`config.mk`:
```
export PLATFORM = sky130hd
export DESIGN_NAME = gates_mux_bist
export DESIGN_NICKNAME = d
export VERILOG_FILES = /design/src/rtl/gates_bist_pkg.sv /design/src/rtl/gates_golden.sv /design/src/rtl/gates_mux_bist.sv
export SDC_FILE = /design/constraint.sdc
export NUM_CORES = 1
export LEC_CHECK = 0
export CORE_ASPECT_RATIO = 0.6
export CORE_MARGIN = 2
export CORE_UTILIZATION = 35
export DETAILED_ROUTE_END_ITERATION = 16
export HOLD_SLACK_MARGIN = 0.1
export MAX_ROUTING_LAYER = met4
export SKIP_LAST_GASP = 1
export SLEW_MARGIN = 40
export SYNTH_ARGS = -nofsm -noshare
export SYNTH_HDL_FRONTEND = slang
export SYNTH_SLANG_ARGS = --single-unit
```
`constraint.sdc`:
```
create_clock -name clk -period 2.85 [get_ports clk]
set_input_delay 0.855 -clock clk [delete_from_list [all_inputs] [get_ports clk]]
set_output_delay 0.855 -clock clk [all_outputs]
set_load 0.01 [all_outputs]
```
`src/rtl/gates_bist_pkg.sv`:
```
// Shared definitions for the mux-built gate block self-test: state encoding,
// output bit positions and the golden truth table.
package gates_bist_pkg;

    typedef enum logic [2:0] {
        ST_IDLE   = 3'd0,
        ST_DRIVE  = 3'd1,
        ST_SETTLE = 3'd2,
        ST_CHECK  = 3'd3,
        ST_DONE   = 3'd4
    } state_t;

    // Bit positions inside the 6-bit output vector {and,or,nand,nor,xor,xnor}
    localparam int IDX_AND  = 5;
    localparam int IDX_OR   = 4;
    localparam int IDX_NAND = 3;
    localparam int IDX_NOR  = 2;
    localparam int IDX_XOR  = 1;
    localparam int IDX_XNOR = 0;

    // Expected gate outputs for one input vector
    function automatic logic [5:0] golden6(input logic a, input logic b);
        logic [5:0] g;
        g           = '0;
        g[IDX_AND]  = a & b;
        g[IDX_OR]   = a | b;
        g[IDX_NAND] = ~(a & b);
        g[IDX_NOR]  = ~(a | b);
        g[IDX_XOR]  = a ^ b;
        g[IDX_XNOR] = ~(a ^ b);
        return g;
    endfunction

endpackage

```
`src/rtl/gates_golden.sv`:
```
// Combinational reference for the gate block: a,b -> expected six outputs.
module gates_golden
    import gates_bist_pkg::*;
(
    input  logic       a,
    input  logic       b,
    output logic [5:0] expected
);

    assign expected = golden6(a, b);

endmodule

```
`src/rtl/gates_mux_bist.sv`:
```
// Self-test engine for the mux-built gate block. Sweeps {a,b} through
// 00,01,10,11 for PASSES sweeps, waits SETTLE_CYCLES clocks per vector,
// compares the six observed outputs with the golden table and records a
// saturating error count plus the first failing vector and mask.
//
//   state     | meaning
//   ----------+-----------------------------------------------------------
//   ST_IDLE   | waiting for start after reset
//   ST_DRIVE  | present vector counter on a,b; load settle down-counter
//   ST_SETTLE | count settle clocks down to 1
//   ST_CHECK  | compare outputs, log errors, advance vector/pass counters
//   ST_DONE   | result valid; start launches a new run
module gates_mux_bist
    import gates_bist_pkg::*;
#(
    parameter int SETTLE_CYCLES = 1,
    parameter int PASSES        = 1,
    parameter int ERR_W         = 8
) (
    input  logic             clk,
    input  logic             rst,
    input  logic             start,
    output logic             a,
    output logic             b,
    input  logic             yand,
    input  logic             yor,
    input  logic             ynand,
    input  logic             ynor,
    input  logic             yxor,
    input  logic             yxnor,
    output logic             busy,
    output logic             done,
    output logic             pass,
    output logic [ERR_W-1:0] err_count,
    output logic [1:0]       fail_vec,
    output logic [5:0]       fail_mask
);

    localparam logic [3:0] SETTLE_LOAD = 4'(SETTLE_CYCLES);
    localparam logic [7:0] LAST_PASS   = 8'(PASSES - 1);

    state_t     state, state_n;
    logic [1:0] vec_cnt;
    logic [7:0] pass_cnt;
    logic [3:0] settle_cnt;
    logic [5:0] observed;
    logic [5:0] expected;
    logic [5:0] mismatch;

    assign observed = {yand, yor, ynand, ynor, yxor, yxnor};

    gates_golden u_golden (
        .a        (a),
        .b        (b),
        .expected (expected)
    );

    // Case-inequality so an X or Z on any observed output flags that bit
    always_comb begin
        mismatch = '0;
        for (int i = 0; i < 6; i++) begin
            mismatch[i] = (observed[i] !== expected[i]);
        end
    end

    // State register
    always_ff @(posedge clk) begin
        if (rst) state <= ST_IDLE;
        else     state <= state_n;
    end

    // Next-state and status outputs
    always_comb begin
        state_n = state;
        busy    = 1'b0;
        done    = 1'b0;
        case (state)
            ST_IDLE:   if (start) state_n = ST_DRIVE;
            ST_DRIVE:  begin
                busy    = 1'b1;
                state_n = ST_SETTLE;
            end
            ST_SETTLE: begin
                busy = 1'b1;
                if (settle_cnt <= 4'd1) state_n = ST_CHECK;
            end
            ST_CHECK:  begin
                busy = 1'b1;
                if (vec_cnt == 2'd3 && pass_cnt == LAST_PASS) state_n = ST_DONE;
                else                                          state_n = ST_DRIVE;
            end
            ST_DONE:   begin
                done = 1'b1;
                if (start) state_n = ST_DRIVE;
            end
            default:   state_n = ST_IDLE;
        endcase
        pass = done && (err_count == '0);
    end

    // Stimulus, counters and error capture
    always_ff @(posedge clk) begin
        if (rst) begin
            a          <= 1'b0;
            b          <= 1'b0;
            vec_cnt    <= '0;
            pass_cnt   <= '0;
            settle_cnt <= '0;
            err_count  <= '0;
            fail_vec   <= '0;
            fail_mask  <= '0;
        end else begin
            case (state)
                ST_IDLE, ST_DONE: begin
                    if (start) begin
                        vec_cnt   <= '0;
                        pass_cnt  <= '0;
                        err_count <= '0;
                        fail_vec  <= '0;
                        fail_mask <= '0;
                    end
                end
                ST_DRIVE: begin
                    {a, b}     <= vec_cnt;
                    settle_cnt <= SETTLE_LOAD;
                end
                ST_SETTLE: settle_cnt <= settle_cnt - 4'd1;
                ST_CHECK: begin
                    if (|mismatch) begin
                        if (err_count != '1) err_count <= err_count + 1'b1;
                        if (err_count == '0) begin
                            fail_vec  <= {a, b};
                            fail_mask <= mismatch;
                        end
                    end
                    vec_cnt <= vec_cnt + 2'd1;
                    if (vec_cnt == 2'd3) pass_cnt <= pass_cnt + 8'd1;
                end
                default: ;
            endcase
        end
    end

endmodule
```
==> flow_summary.json, run 1 <==
{
  "status": "complete, no violations",
  "dp_hpwl_um": 3300,
  "tightestPinTransition_ns": 0.687,
  "placed_cells": 330,
  "grt_antenna_before_repair": 0,
  "worstPathRequired_ns": 2.00,
  "grt_max_degree": 20,
  "cts_hold_buf": 0,
  "rsz0062_at_grt": "no",
  "fin_util": 0.445,
  "path_delay_family": "buffers and inverters",
  "cts_tree": "yes",
  "initialDrtViolationCount": 77,
  "die_h_um": 62.2,
  "ys_ff_latch": 35,
  "place_ws_ns": 0.115,
  "n_antenna_cell": 0,
  "row_count": 21,
  "cts_buffer_depth": 2,
  "hold_path_class": "flip-flop to flip-flop",
  "wl_um": 4530,
  "hold_slack_ns": 0.477,
  "postRouteAntennaNets": 0,
  "synth-warning-count": 0,
  "vias": 1772,
  "drt-pass1-iter-count": 5,
  "ys_seq_area_frac": 0.354,
  "setup_viol": 0,
  "route.detailed.wl_per_inst_um": 13.4,
  "die_x_um": 101,
  "post_route_cells_drive_above_1_share": 0.119,
  "synth_edf_count": 0,
  "postCtsResizedCells": 0,
  "power_density_mw_per_mm2": 524,
  "peakVddDrop_mv": 0.227,
  "area_delta_synth_final_pct": 24.1,
  "grt-ovfl-total": 0,
  "cp.arrival_ns": 1.86,
  "slowest_stage": "clkdlybuf4s50_1",
  "hold_viol_final": 0,
  "grt_usage": 0.155,
  "clock.fmax_ghz": 0.368,
  "clkSinkCount": 35,
  "cpPeakStageDelay_ns": 0.53,
  "syn-mean-instance-area_um2": 8.49,
  "root_buffer": "clkbuf_8",
  "synth_cell_type_count": 48,
  "cts_buffers": 5,
  "layout_setup_ws_ns": 0.136,
  "die-area_mm2": 0.00629,
  "start_kind": "flip-flop",
  "grt_first_pass_wirelength_um": 7620,
  "port_buffers": 29,
  "end_kind": "output pin",
  "io_pins": 30,
  "start_util": 0.359,
  "worstSetupPathType": "flip-flop to output pin",
  "final.setup.tns_ns": 0,
  "min_period_ns": 2.71,
  "relSlewSlack": 0.542,
  "post_synth_instance_area_mm2": 0.00198,
  "nets": 286,
  "fin_skew_ns": 0.00771,
  "core_mm2": 0.00552,
  "cap_viol_max_count": 0,
  "synthArstFlopShare": 0,
  "dpl_cell_area_mm2": 0.00235,
  "drv_slew": 0,
  "grt_pass1_vias": 1611,
  "synth_nets": 251,
  "finalPower_mw": 1.29,
  "ctsHtreeMaxLevel": 2,
  "crit_buf_inv": 2,
  "gp_congestion": 0.847,
  "postCtsSetupBuffers": 0,
  "dominantRegCellSynth": "dfxtp_1",
  "via_per_inst": 5.24,
  "worst-path-max-fanout": 4,
  "netlist_instances": 233,
  "clock_latency_ns": 0.29,
  "post-route-period-util": 0.952,
  "power.leakage_nw": 0.888,
  "design_area_mm2": 0.00245,
  "clk_pin_slew_ns": 0.08,
  "nFillCells": 553,
  "fin_cells": 338,
  "cp_cell_sequence": "inv_1 > ha_1 > nor4b_2 > and3_1 > clkdlybuf4s50_1",
  "drc": 0
}
[flip-flops by register name, indices dropped and copies added, names as in the netlist]
signal      cells
a               1
state           3
settle_cnt      4
pass_cnt        8
vec_cnt         2
b               1
fail_mask       6
err_count       8
fail_vec        2
[logic make-up after synthesis]
kind of cell	synth area share
flip-flops	0.354
XOR/XNOR	0.0487
buffers and inverters	0.0639
AND/OR/NAND/NOR	0.252
adder cells (fa/ha/maj)	0.0569
multiplexers	0.00506
AO/OA/AOI/OAI	0.219
[synth_stat cells (2+ instances only)]
cell type   n  area share
nor2_1     19       0.036
clkbuf_1    6       0.011
xor2_1      7       0.031
a21oi_1    24       0.061
nand2_1    22       0.042
dfxtp_1    35        0.35
o21ai_0    15       0.038
a211oi_4    2       0.020
ha_1        9       0.057
a32o_1      5       0.025
xnor2_1     4       0.018
or3_1       3      0.0095
nand3_1    12       0.030
nor3_1      8       0.020
nor3b_1     4       0.015
a21o_1      3       0.011
nand4_1     4       0.013
nor4b_1     2      0.0089
buf_6       4       0.023
a211oi_1    3       0.011
nand2b_1    3      0.0095
o211ai_1    3       0.011
and3_1      2      0.0063
inv_1      10       0.019
[power by group]
group | total, mW | switching, mW | internal, mW
logic | 0.350 | 0.205 | 0.145
clock network | 0.403 | 0.182 | 0.221
registers | 0.533 | 0.0204 | 0.513
[final cells by class]
type | count | area (µm²) | area share
Inverter | 10 | 37.5 | 0.0153
Clock buffer | 8 | 100 | 0.0408
Tap cell | 69 | 86.3 | 0.0352
Sequential cell | 35 | 701 | 0.285
Timing Repair Buffer | 40 | 373 | 0.152
Multi-Input combinational cell | 176 | 1160 | 0.471
[cells in the final DEF, fill, tap and decap left out, types with 4 or more instances in the layout]
cell type and instances:
nor3_1 8, nor2_1 19, clkbuf_8 7, o21ai_0 15, a21oi_1 24, nor3b_1 4, xnor2_1 4, inv_1 10
nand2_1 22, ha_1 9, nand3_1 12, clkdlybuf4s50_1 29, buf_4 11, a32o_1 5, dfxtp_1 35, nand4_1 4
xor2_1 7
[path summary, 6_finish.rpt]
path	from	to	slack, ns	cells after the start
setup / recovery	err_count[0]	pass	0.14	5
hold / removal	fail_mask[1]	fail_mask[1]	0.48	2
setup reg to reg	a	err_count[4]	0.69	7
hold reg to reg	fail_mask[1]	fail_mask[1]	0.48	2
[per-layer routing]
| layer | wire length [µm] | GRT usage |
|---|---|---|
| met1 | 2470 | 0.230 |
| met3 | 225 | 0.0439 |
| met2 | 1800 | 0.201 |
| met4 | 31 | 0.0439 |
| met5 | 0 | - |
[worst register-to-register path: cells and delay by family, from the launching register on]
family	cells	cell delay [ns]
AO/OA/AOI/OAI	3	0.66
adder cells (fa/ha/maj)	1	0.26
buffers and inverters	1	0.07
flip-flops	1	0.41
AND/OR/NAND/NOR	2	0.68
Note: power is estimated with default switching activity, not from simulation.
==> run 2, diff against run 1 <==
Settings changed: ABC_CLOCK_PERIOD_IN_PS set to 2850.
==> results of run 2 <==
Final layout, timing and power as in run 1 (identical DEF).
==> run 3, diff against run 2 <==
Settings changed: SLEW_MARGIN 40 to unset.
==> results of run 3 <==
Final layout, timing and power as in run 1 (identical DEF).
